--- config.mk ---
export PLATFORM = sky130hd
export DESIGN_NAME = phase_sequencer
export DESIGN_NICKNAME = d
export VERILOG_FILES = /design/src/rtl/phase_sequencer.sv
export SDC_FILE = /design/constraint.sdc
export NUM_CORES = 1
export LEC_CHECK = 0
export CAP_MARGIN = 20
export CORE_MARGIN = 5
export CORE_UTILIZATION = 45
export CTS_CLUSTER_DIAMETER = 50
export DETAILED_ROUTE_END_ITERATION = 10
export GPL_TIMING_DRIVEN = 0
export PLACE_DENSITY_LB_ADDON = 0.2
export SYNTH_ARGS = -nofsm -noshare
export SYNTH_HDL_FRONTEND = slang
export SYNTH_SLANG_ARGS = --single-unit
--- constraint.sdc ---
create_clock -name CLOCK_50 -period 2.5 [get_ports CLOCK_50]
set_input_delay 0.25 -clock CLOCK_50 [delete_from_list [all_inputs] [get_ports CLOCK_50]]
set_output_delay 0.25 -clock CLOCK_50 [all_outputs]
set_load 0.05 [all_outputs]
--- src/rtl/phase_sequencer.sv ---
// ---------------------------------------------------------------------------
// phase_sequencer
//
// Purpose:
//   Generates the machine-cycle timing for a small CPU clocked from a 50 MHz
//   board clock. Each machine cycle lasts DIV clocks. During a cycle,
//   NUM_PH one-clock phase-enable pulses are emitted at evenly spaced points.
//   The sequencer can free-run, halt, or single-step from a debounced push
//   button. A cycle that has started always runs to completion.
//
// Parameters:
//   DIV     - CLOCK_50 clocks per machine cycle (DIV >= 2, DIV >= 2*NUM_PH)
//   NUM_PH  - number of phase-enable channels (>= 1)
//   DBNC    - step-key debounce length in clocks (>= 1)
//   CNT_W   - width of the completed-cycle counter
//
// Ports:
//   CLOCK_50  in   1       sole clock, rising edge
//   res       in   1       synchronous active-low reset
//   mode      in   2       00 run, 01 halt, 10 single-step, 11 halt
//   step_key  in   1       raw push-button, active-low (released = 1)
//   phi       out  NUM_PH  one-clock phase-enable pulses
//   phi_level out  1       machine-clock square wave for LEDs/probes
//   running   out  1       high while a machine cycle is in progress
//   cycle_cnt out  CNT_W   number of completed machine cycles (wraps)
// ---------------------------------------------------------------------------
module phase_sequencer #(
  parameter int DIV    = 50,
  parameter int NUM_PH = 3,
  parameter int DBNC   = 500000,
  parameter int CNT_W  = 32
) (
  input  logic              CLOCK_50,
  input  logic              res,
  input  logic [1:0]        mode,
  input  logic              step_key,
  output logic [NUM_PH-1:0] phi,
  output logic              phi_level,
  output logic              running,
  output logic [CNT_W-1:0]  cycle_cnt
);

  localparam int DW  = (DIV > 2) ? $clog2(DIV) : 1;
  localparam int DBW = (DBNC > 1) ? $clog2(DBNC) : 1;

  localparam logic [1:0] ST_STOPPED  = 2'd0;
  localparam logic [1:0] ST_RUN      = 2'd1;
  localparam logic [1:0] ST_STEP_CYC = 2'd2;

  localparam logic [1:0] MODE_RUN  = 2'b00;
  localparam logic [1:0] MODE_STEP = 2'b10;

  logic [1:0]       r_state;
  logic [DW-1:0]    r_divCnt;
  logic [CNT_W-1:0] r_cycleCnt;
  logic             r_sync1;
  logic             r_sync2;
  logic             r_dbLevel;
  logic             r_dbPrev;
  logic [DBW-1:0]   r_dbCnt;

  logic w_active;
  logic w_cycleEnd;
  logic w_stepPulse;

  assign w_active   = (r_state != ST_STOPPED);
  assign w_cycleEnd = w_active && (r_divCnt == DW'(DIV - 1));

  // Two-flop synchronizer for the asynchronous push-button. Idles high so
  // that a released key looks released straight out of reset.
  always_ff @(posedge CLOCK_50) begin
    if (!res) begin
      r_sync1 <= 1'b1;
      r_sync2 <= 1'b1;
    end else begin
      r_sync1 <= step_key;
      r_sync2 <= r_sync1;
    end
  end

  // Debouncer: the debounced level follows the synchronized key only once
  // the two have disagreed for DBNC consecutive clocks. Any clock on which
  // they agree again throws away the partial count.
  always_ff @(posedge CLOCK_50) begin
    if (!res) begin
      r_dbLevel <= 1'b1;
      r_dbCnt   <= '0;
    end else if (r_sync2 != r_dbLevel) begin
      if (r_dbCnt == DBW'(DBNC - 1)) begin
        r_dbLevel <= r_sync2;
        r_dbCnt   <= '0;
      end else begin
        r_dbCnt <= r_dbCnt + DBW'(1);
      end
    end else begin
      r_dbCnt <= '0;
    end
  end

  // Delayed copy of the debounced level, used to find the press edge.
  always_ff @(posedge CLOCK_50) begin
    if (!res) begin
      r_dbPrev <= 1'b1;
    end else begin
      r_dbPrev <= r_dbLevel;
    end
  end

  // One-clock pulse on a debounced press (1 -> 0).
  assign w_stepPulse = r_dbPrev && !r_dbLevel;

  // Sequencer FSM and cycle divider. The divider sits at 0 while stopped so
  // that entering RUN or STEP_CYC lands directly on the first phase. A cycle
  // only ends on the DIV-1 clock, so mode changes never cut a cycle short.
  // Step pulses seen outside STOPPED+single-step simply vanish.
  always_ff @(posedge CLOCK_50) begin
    if (!res) begin
      r_state    <= ST_STOPPED;
      r_divCnt   <= '0;
      r_cycleCnt <= '0;
    end else begin
      case (r_state)
        ST_STOPPED: begin
          r_divCnt <= '0;
          if (mode == MODE_RUN) begin
            r_state <= ST_RUN;
          end else if ((mode == MODE_STEP) && w_stepPulse) begin
            r_state <= ST_STEP_CYC;
          end
        end
        ST_RUN, ST_STEP_CYC: begin
          if (w_cycleEnd) begin
            r_divCnt   <= '0;
            r_cycleCnt <= r_cycleCnt + CNT_W'(1);
            if ((r_state == ST_RUN) && (mode == MODE_RUN)) begin
              r_state <= ST_RUN;
            end else begin
              r_state <= ST_STOPPED;
            end
          end else begin
            r_divCnt <= r_divCnt + DW'(1);
          end
        end
        default: begin
          r_state  <= ST_STOPPED;
          r_divCnt <= '0;
        end
      endcase
    end
  end

  // Phase decode: purely from registered state and divider, so no input can
  // reach phi combinationally. Channel k fires at k*(DIV/NUM_PH).
  for (genvar k = 0; k < NUM_PH; k++) begin : g_phi
    localparam int PH_POS = k * (DIV / NUM_PH);
    assign phi[k] = w_active && (r_divCnt == DW'(PH_POS));
  end

  assign phi_level = w_active && (r_divCnt < DW'(DIV / 2));
  assign running   = w_active;
  assign cycle_cnt = r_cycleCnt;

endmodule

Word-level counts from Yosys, hierarchy flattened
Cells that the tools add are included.

word-level totals
  bits of input ports = 5
  register bits = 63
  output and inout bits = 37
  word-level logic and storage cells = 49

operators by class
  add/subtract/negate cells = 3
  bitwise operators = 3
  mux-type cells = 5
  $lt $le $gt $ge = 1
  reduce and logical (&&, ||, !) cells = 19
  eq/ne operators = 10

operator list
  operator                                            number
  adder 32 x 1 -> 32 bit, second input constant       1
  adder 19 x 1 -> 19 bit, second input constant       1
  == test 19 bit, second input constant               1
  == test 6 bit, second input constant                2
  logical AND 1 bit                                   8
  adder 6 x 1 -> 6 bit, second input constant         1
  == test 6 x 5 -> 1 bit, second input constant       1
  logical NOT 6 bit                                   1
  < comparator 6 x 5 -> 1 bit, second input constant  1
  two-way mux 2 bit                                   3
  AND reduction 2 bit                                 3
  OR reduction 3 bit                                  2
  == test 2 bit, second input constant                2
  logical NOT 2 bit                                   2
  one-hot mux 2 bit (2 select lines)                  1
  inequality test 3 bit, second input constant        1
  NOT 1 bit                                           3
  == test 2 x 1 -> 1 bit, second input constant       1
  inequality test 2 bit, second input constant        1
  nonzero test 2 bit                                  1
  OR reduction 2 bit                                  1
  logical NOT 1 bit                                   1
  two-way mux 1 bit                                   1
  inequality test 1 bit                               1

Longest topological paths before layout
Gate-level depths: netlist of run 1.

  depth after elaboration = 6
  depth in mapped cells = 9
  mapped depth without buffers = 6

Least setup slack after synthesis of run 1
No wires, ideal clock.

  path type = register -> register
  from = reg r_state[0]
  to = reg r_cycleCnt[21], in the netlist cycle_cnt[21]
  path slack = 28 ps
  path buffers = 2
  required time = 2430 ps
  cell stages (with the launch flop) = 9
  arrival = 2401 ps
  clock period less this slack = 2472 ps
  setup time = 70 ps
  path through = dfxtp_1 -> inv_1 -> ha_1 -> buf_6 -> or4b_4 -> or4_4 -> buf_6 -> or4_1 -> a21oi_1

on the way
  cells in the longest elaborated chain, start to end = 3
  elaborated cells between the ends (all ways) = 6
  those cells by class = eq/ne (2); reduce/logical (4)

ends and longest elaborated chain
  item                                                     line     text
  start, declared                                          53       logic [1:0] r_state;
  start signal, assigned                                   118      r_state <= ST_STOPPED;
  start signal, assigned                                   126      r_state <= ST_RUN;
  start signal, assigned                                   128      r_state <= ST_STEP_CYC;
  == test 2 x 1 -> 1 bit (tied with other cells)           122      case (r_state)
  OR reduction 2 bit or logical AND 1 bit (tied branches)  122, 67
  AND reduction 2 bit (no source line) (*)                 --
  end signal, assigned                                     134      r_cycleCnt <= r_cycleCnt + CNT_W'(1);
  end, declared                                            55       logic [CNT_W-1:0] r_cycleCnt;

Mark *: on every way between the ends. The rest lies on a longest branch, timed or not.
A chain may end at the register's enable or synchronous reset.

Final worst setup path of run 1
  from = reg r_state[0]
  to = reg r_cycleCnt[15], in the netlist cycle_cnt[15]

The elaborated chain is that of the path after synthesis.

==> qor.txt, run 1 <==
STATUS
------------------------------------------------------------------------------------
Result of the run ..................................................... finished clean

SETUP PATH
------------------------------------------------------------------------------------
Largest fanout on the critical path ...................................            8
Arrival time worst endpoint ...........................................      2.72 ns
Type of element capturing the critical path ...........................     register
Start-to-end type of the worst setup path ............................. register to register
CP Data Required Time .................................................      2.77 ns
CP Launch Type ........................................................     register

CLOCKING
------------------------------------------------------------------------------------
Number of buffers added by the clock tree synthesis step ..............            9
Clock Pin Slew Worst Setup and Hold Paths .............................      0.07 ns
Clock tree buffer depth ...............................................            2
Post-CTS Hold Buffers .................................................            0
Number of clock sinks .................................................           63
CTS tree ..............................................................        built
Clock tree root driver cell ........................................... sky130_fd_sc_hd__clkbuf_8
Clock insertion delay at the later pin of the skew report .............      0.33 ns
H-tree level count ....................................................            3

FLOORPLANNING
------------------------------------------------------------------------------------
Boundary Pins .........................................................           42
Core footprint ........................................................ 0.00672 sq mm
Width of the die ......................................................      92.5 um
Placement row count ...................................................           30
Initial Util ..........................................................        45.6%
Die Span Y ............................................................      92.5 um
Die ar. ............................................................... 0.00856 sq mm

GLOBAL ROUTE
------------------------------------------------------------------------------------
Global-route usage over all layers ....................................        17.2%
Via count of the first global-routing pass ............................         2532
Initial antenna violation count .......................................            0
Pin count of the biggest net entering global routing ..................           11
Global-route wire length before repair ................................      12.0 mm
Sum of overflow across all layers after global routing ................            0

LAYOUT
------------------------------------------------------------------------------------
Filler instances ......................................................          598
Proportion of layout cells with a drive suffix above 1 ................        11.7%
Area growth from synthesis to layout ..................................        27.9%
Net count reported at finish ..........................................          430
Number of diodes added for antenna fixing .............................            0
Design Area, Final .................................................... 0.00392 sq mm

STA
------------------------------------------------------------------------------------
Maximum operating frequency ...........................................      408 MHz
Final count of negative-setup-slack endpoints .........................            0
Ratio of final minimum period to clock period .........................        98.1%
Final number of hold-violating endpoints ..............................            0
Post-route worst hold slack ...........................................     0.422 ns
Worst Max-Slew Pin Slew ...............................................     0.574 ns
Slew Viols, Final .....................................................            0
Post-route minimum period .............................................      2.45 ns
Clock Skews ...........................................................   0.00855 ns
Worst max-slew margin expressed relative to the limit .................        61.7%
Setup repair after global routing missed its margin ...................          yes

POWER
------------------------------------------------------------------------------------
Total chip power ......................................................      1.89 mW
Worst voltage drop across the vdd grid ................................       446 uV
Leak ..................................................................      1.26 nW
Power density over the cells ..........................................  483 mW/mm^2

DETAILED ROUTING
------------------------------------------------------------------------------------
DR vias/cell ..........................................................         5.74
DR vias ...............................................................         2871
Number of DRC violations after detailed-routing iteration 0 ...........          101
DRC violations left ...................................................            0
Routed Antenna Nets ...................................................            0
First-pass DRT Iterations .............................................            4
DR WL/cell ............................................................      14.7 um
Total Routed Length ...................................................      7.33 mm

LOGIC SYNTHESIS
------------------------------------------------------------------------------------
Post-synth net total ..................................................          369
Synthesized netlist cell count ........................................          355
Most used flip-flop cell after synthesis .............................. sky130_fd_sc_hd__dfxtp_1
Area fraction of the dominant cell type after synthesis ...............        41.2%
Sequential share of the synthesized area ..............................        41.2%
Top cells by area in the synthesized netlist .......................... sky130_fd_sc_hd__dfxtp_1, sky130_fd_sc_hd__or4_1, sky130_fd_sc_hd__o31ai_1, sky130_fd_sc_hd__a21oi_1, sky130_fd_sc_hd__nor2_1
Flop and latch count out of synthesis .................................           63
Proportion of synthesized flip-flops having asynchronous set or reset .           0%
Syn Area/Cell .........................................................   8.63 sq um
Library cell occupying the most area in the post-synthesis netlist .... sky130_fd_sc_hd__dfxtp_1
Count of flip-flops with a built-in enable after synthesis ............            0
Area of the mapped netlist ............................................ 0.00306 sq mm
Yosys warnings ........................................................            0
Count of distinct cell types in the synthesized netlist ...............           40
Dominant cell by count in the synthesized netlist ..................... sky130_fd_sc_hd__dfxtp_1
Most frequent cells after synthesis ................................... sky130_fd_sc_hd__dfxtp_1, sky130_fd_sc_hd__nor2_1, sky130_fd_sc_hd__a21oi_1

PLACE
------------------------------------------------------------------------------------
Quantity of I/O buffers inserted on ports .............................           41
Routability cong. .....................................................        0.854
Detailed placer's ending HPWL .........................................      4.98 mm
Placement Cell Area ................................................... 0.00357 sq mm

RUN
------------------------------------------------------------------------------------
Maxcap violations .....................................................            0

HOLD PATH
------------------------------------------------------------------------------------
Worst hold path class ................................................. register to register

## power by group
group / internal (mW) / switching (mW) / leakage (nW) / total [mW]
Sequential: 1.01 / 0.00289 / 0.509 / 1.01
Combinational: 0.0338 / 0.0488 / 0.660 / 0.0825
Clock: 0.438 / 0.360 / 0.0898 / 0.798
## flip-flops by register name, summed over array words and instances (netlist names)
signal and count:
r_dbCnt 19, cycle_cnt 32, r_sync2 1, r_dbLevel 1
r_dbPrev 1, r_state 2, r_divCnt 6, r_sync1 1
## final timing paths
check	start	to	slack, ns	depth (start not counted)
setup / recovery	r_state[0]	cycle_cnt[15]	0.05	8
hold / removal	r_sync1	r_sync2	0.42	1
setup reg to reg	r_state[0]	cycle_cnt[15]	0.05	8
hold reg to reg	r_sync1	r_sync2	0.42	1
## layer usage
layer	wire, um	global-route usage [%]
met5	0	0
met4	57	5.94
met3	460	5.85
met2	3480	26.0
met1	3330	22.7
## area by class of cell
type,instances,area (sq um),share of cell area (%)
Sequential cell,63,1260,32.3
Buffer,18,118,3.00
Inverter,15,56.3,1.44
Clock buffer,15,176,4.50
Multi-Input combinational cell,259,1710,43.5
Tap cell,80,100,2.56
Timing Repair Buffer,50,498,12.7
## layout by cell type (no fill, tap or decap), drive strengths merged, types with 2 or more instances in the layout
cell / n
or4: 24
ha: 9
inv: 15
xnor2: 15
nor3b: 2
nand2b: 6
dfxtp: 63
o31ai: 20
mux2i: 3
clkdlybuf4s50: 40
and4: 5
buf: 13
nor3: 6
xor2: 10
clkbuf: 29
nand3: 19
or3: 5
nand4: 17
nor4: 5
nor2: 35
and3: 7
o21ai: 9
a21oi: 29
nand2: 18
or2: 2
## what timing repair did
action | CTS | global route
cloned | 0 | 1
resized for setup | 9 | 15
setup buffers | 1 | 7
endpoints found under the setup margin | 32 | 17
pin swaps | 3 | 1
## metrics by stage
| step | cells | setup slack, ns | setup TNS (ns) | utilization (%) |
|---|---|---|---|---|
| after global placement | 476 | -0.245 | -4.26 | 53.2 |
| after global routing | 500 | -0.0311 | -0.0874 | 58.3 |
| after CTS | 492 | 0.0131 | 0 | 56.3 |
| after detailed placement | 476 | -0.259 | -5.02 | 53.2 |
| final | 500 | 0.0474 | 0 | 58.3 |
| after floorplan | 355 | 0.0283 | 0 | - |
## cells by family (layout without fill, tap and decap cells)
| logic type | after synthesis | in the layout | synth area share [%] |
|---|---|---|---|
| and+or+nand+nor | 158 | 158 | 29.4 |
| AOI/OAI and AO/OA | 64 | 64 | 12.7 |
| DFF | 63 | 63 | 41.2 |
| buffers and inverters | 33 | 98 | 4.90 |
| xor gates and xnor gates | 25 | 25 | 7.15 |
| adders and majority gates | 9 | 9 | 3.68 |
| muxes | 3 | 3 | 0.980 |
## worst max-delay path: stages, from the launching register on
cell                      delay (ns)
sky130_fd_sc_hd__dfxtp_2        0.34
sky130_fd_sc_hd__inv_1          0.04
sky130_fd_sc_hd__ha_2           0.17
sky130_fd_sc_hd__buf_6          0.13
sky130_fd_sc_hd__or4b_4         0.49
sky130_fd_sc_hd__or4_4          0.49
sky130_fd_sc_hd__buf_4          0.18
sky130_fd_sc_hd__or4_4          0.42
sky130_fd_sc_hd__a21oi_2        0.14
No activity file was read; power rests on OpenSTA's default activity.
==> inputs of run 2 (changes only) <==
--- a/config.mk
+++ b/config.mk
@@ -11,7 +11,7 @@
 export CTS_CLUSTER_DIAMETER = 50
 export DETAILED_ROUTE_END_ITERATION = 10
 export GPL_TIMING_DRIVEN = 0
-export PLACE_DENSITY_LB_ADDON = 0.2
+export PLACE_DENSITY = 0.71
 export SYNTH_ARGS = -nofsm -noshare
 export SYNTH_HDL_FRONTEND = slang
 export SYNTH_SLANG_ARGS = --single-unit
==> constraint.sdc (replaced) <==
create_clock -name CLOCK_50 -period 2.2 [get_ports CLOCK_50]
set_input_delay 0.22 -clock CLOCK_50 [delete_from_list [all_inputs] [get_ports CLOCK_50]]
set_output_delay 0.22 -clock CLOCK_50 [all_outputs]
set_load 0.05 [all_outputs]
==> run 2 against run 1 <==
The run now ends with negative setup slack left. Largest cell class unchanged. Total power rose by 21%. Wire length rose by 5.6%. Final cell count rose by 0.40%. Clock power rose by 32%. Sequential cell count did not move. First-iteration DRC count rose by 17%. Non-clock buffer count rose by 1. Via count rose by 1.4%. Utilization rose by 3.0 points. Register-to-register slack got worse by 0.21 ns. Clock skew rose by 0.0030 ns.
==> qor.txt, run 2 (synthesis gave the netlist of run 1 again) <==
STATUS
-------------------------------------------------------------------------------------
Result of the run ...................................................... finished, violations left
Failing checks ......................................................... negative setup slack

STA
-------------------------------------------------------------------------------------
Final setup TNS ........................................................     -2.14 ns
Worst max-slew margin expressed relative to the limit ..................        46.9%
Final count of negative-setup-slack endpoints ..........................           23
Post-route minimum period ..............................................      2.37 ns
Ratio of final minimum period to clock period ..........................         108%
Setup repair after global routing missed its margin ....................          yes
Post-route worst hold slack ............................................     0.416 ns
Clock Skews ............................................................    0.0116 ns
Worst Max-Slew Pin Slew ................................................     0.796 ns
Maximum operating frequency ............................................      423 MHz
Final number of hold-violating endpoints ...............................            0
Worst-case setup margin in the final layout ............................    -0.165 ns
Slew Viols, Final ......................................................            0

PLACE
-------------------------------------------------------------------------------------
Placement Cell Area .................................................... 0.00360 sq mm
Detailed placer's ending HPWL ..........................................      5.03 mm
Placed cells ...........................................................          476
Routability cong. ......................................................        0.799
Quantity of I/O buffers inserted on ports ..............................           41

FLOORPLANNING
-------------------------------------------------------------------------------------
Core footprint ......................................................... 0.00672 sq mm
Die ar. ................................................................ 0.00856 sq mm
Width of the die .......................................................      92.5 um
Boundary Pins ..........................................................           42
Placement row count ....................................................           30
Initial Util ...........................................................        45.6%
Die Span Y .............................................................      92.5 um

LAYOUT
-------------------------------------------------------------------------------------
Most frequent cells in the layout ...................................... sky130_fd_sc_hd__dfxtp_1, sky130_fd_sc_hd__clkdlybuf4s50_1, sky130_fd_sc_hd__nor2_1, sky130_fd_sc_hd__a21oi_1, sky130_fd_sc_hd__nand3_1
Most frequent standard cell in the layout excluding fill and tap cells . sky130_fd_sc_hd__dfxtp_1
Number of diodes added for antenna fixing ..............................            0
Net count reported at finish ...........................................          431
Number of flip-flops in the largest register ...........................           32
Final standard cell count with taps included and fillers excluded ......          502
Design Area, Final ..................................................... 0.00412 sq mm
Proportion of layout cells with a drive suffix above 1 .................        19.2%
Area growth from synthesis to layout ...................................        34.5%

DETAILED ROUTING
-------------------------------------------------------------------------------------
WL met1 ................................................................      3.40 mm
DRC violations left ....................................................            0
Number of DRC violations after detailed-routing iteration 0 ............          118
DR vias/cell ...........................................................         5.80
Routed Antenna Nets ....................................................            0
DR WL/cell .............................................................      15.4 um
First-pass DRT Iterations ..............................................            4
Total Routed Length ....................................................      7.74 mm
Uppermost layer routed .................................................         met4
Met2 layer wire length in the routed design ............................      3.76 mm
DR vias ................................................................         2910
Met3 wire length .......................................................       396 um

CLOCKING
-------------------------------------------------------------------------------------
Number of clock sinks ..................................................           63
Clock Pin Slew Worst Setup and Hold Paths ..............................      0.07 ns
Clock tree buffer depth ................................................            2
Number of buffers added by the clock tree synthesis step ...............            9
H-tree level count .....................................................            3
CTS tree ...............................................................        built
Clock insertion delay at the later pin of the skew report ..............      0.34 ns
Clock tree root driver cell ............................................ sky130_fd_sc_hd__clkbuf_8

SETUP PATH
-------------------------------------------------------------------------------------
Largest fanout on the critical path ....................................            5
Type of element capturing the critical path ............................     register
CP Launch Type .........................................................     register
Arrival time worst endpoint ............................................      2.64 ns
Start-to-end type of the worst setup path .............................. register to register
CP Data Required Time ..................................................      2.47 ns

GLOBAL ROUTE
-------------------------------------------------------------------------------------
Global-route usage over all layers .....................................        18.0%
Sum of overflow across all layers after global routing .................            0
Global-route wire length before repair .................................      12.5 mm
Initial antenna violation count ........................................            0
Via count of the first global-routing pass .............................         2691
Pin count of the biggest net entering global routing ...................           11

RUN
-------------------------------------------------------------------------------------
Maxcap violations ......................................................            0

HOLD PATH
-------------------------------------------------------------------------------------
Worst hold path class .................................................. register to register

POWER
-------------------------------------------------------------------------------------
Total chip power .......................................................      2.28 mW
Power density over the cells ...........................................  554 mW/mm^2
Leak ...................................................................      1.34 nW
Worst voltage drop across the vdd grid .................................       456 uV

==> run 2: cell count changes in the layout (fill, tap and decap cells not counted), moves of 4 or more <==
cell | previous run | this run
sky130_fd_sc_hd__or4_1 | 19 | 15
sky130_fd_sc_hd__o31ai_1 | 15 | 7
sky130_fd_sc_hd__or4_4 | 5 | 9
sky130_fd_sc_hd__o31ai_2 | 5 | 10
sky130_fd_sc_hd__buf_6 | 2 | 6
sky130_fd_sc_hd__clkbuf_1 | 14 | 8
==> run 2: worst paths after layout <==
path / slack, ns / cells past startpoint / start / end
max reg2reg: -0.17 / 7 / r_state[1] / cycle_cnt[18]
max: -0.17 / 7 / r_state[1] / cycle_cnt[18]
min reg2reg: 0.42 / 1 / r_sync1 / r_sync2
min: 0.42 / 1 / r_sync1 / r_sync2
==> run 2: cell type report <==
class / count / area (sq um)
multi-input cells: 259 / 1850
plain buffers: 16 / 125
flip-flops and latches: 63 / 1270
clock buffers: 13 / 169
repair buffers: 53 / 513
well taps: 80 / 100
inverters: 15 / 56.3
clock inverters: 3 / 40.0
fillers: 568 / 2600
==> run 2: repair_timing <==
item,4_1_cts,5_1_grt
setup endpoints to repair,38,35
gates cloned,3,0
setup buffers,6,3
resized for setup,16,48
hold buffers,0,0
pin swaps,9,10
==> run 2: where the power goes <==
part / internal, mW / total (mW) / switching [mW] / leakage [nW]
sequential: 1.14 / 1.15 / 0.00308 / 0.511
clock: 0.613 / 1.05 / 0.435 / 0.109
combinational: 0.0306 / 0.0862 / 0.0556 / 0.720
total: 1.79 / 2.28 / 0.494 / 1.34
==> run 2: worst max-delay path: stages (launching register included) <==
cell	delay, ns
sky130_fd_sc_hd__dfxtp_2	0.33
sky130_fd_sc_hd__inv_2	0.05
sky130_fd_sc_hd__ha_4	0.15
sky130_fd_sc_hd__or4b_4	0.54
sky130_fd_sc_hd__or4_4	0.49
sky130_fd_sc_hd__buf_6	0.16
sky130_fd_sc_hd__or4_1	0.43
sky130_fd_sc_hd__a21oi_2	0.14
==> run 2: per-stage QoR <==
step                setup slack [ns]  util, %
floorplan                    -0.0757        -
global placement              -0.257     53.6
detailed placement            -0.365     53.6
CTS                           -0.222     58.5
global route                  -0.220     61.3
finish                        -0.165     61.3
==> run 2: routing by layer <==
metal / vias to the layer above / GRT usage, %
met1: 1400 / 21.9
met5: - / 0
met2: 74 / 29.1
met4: 0 / 9.16
li1: 1420 / -
met3: 16 / 4.87
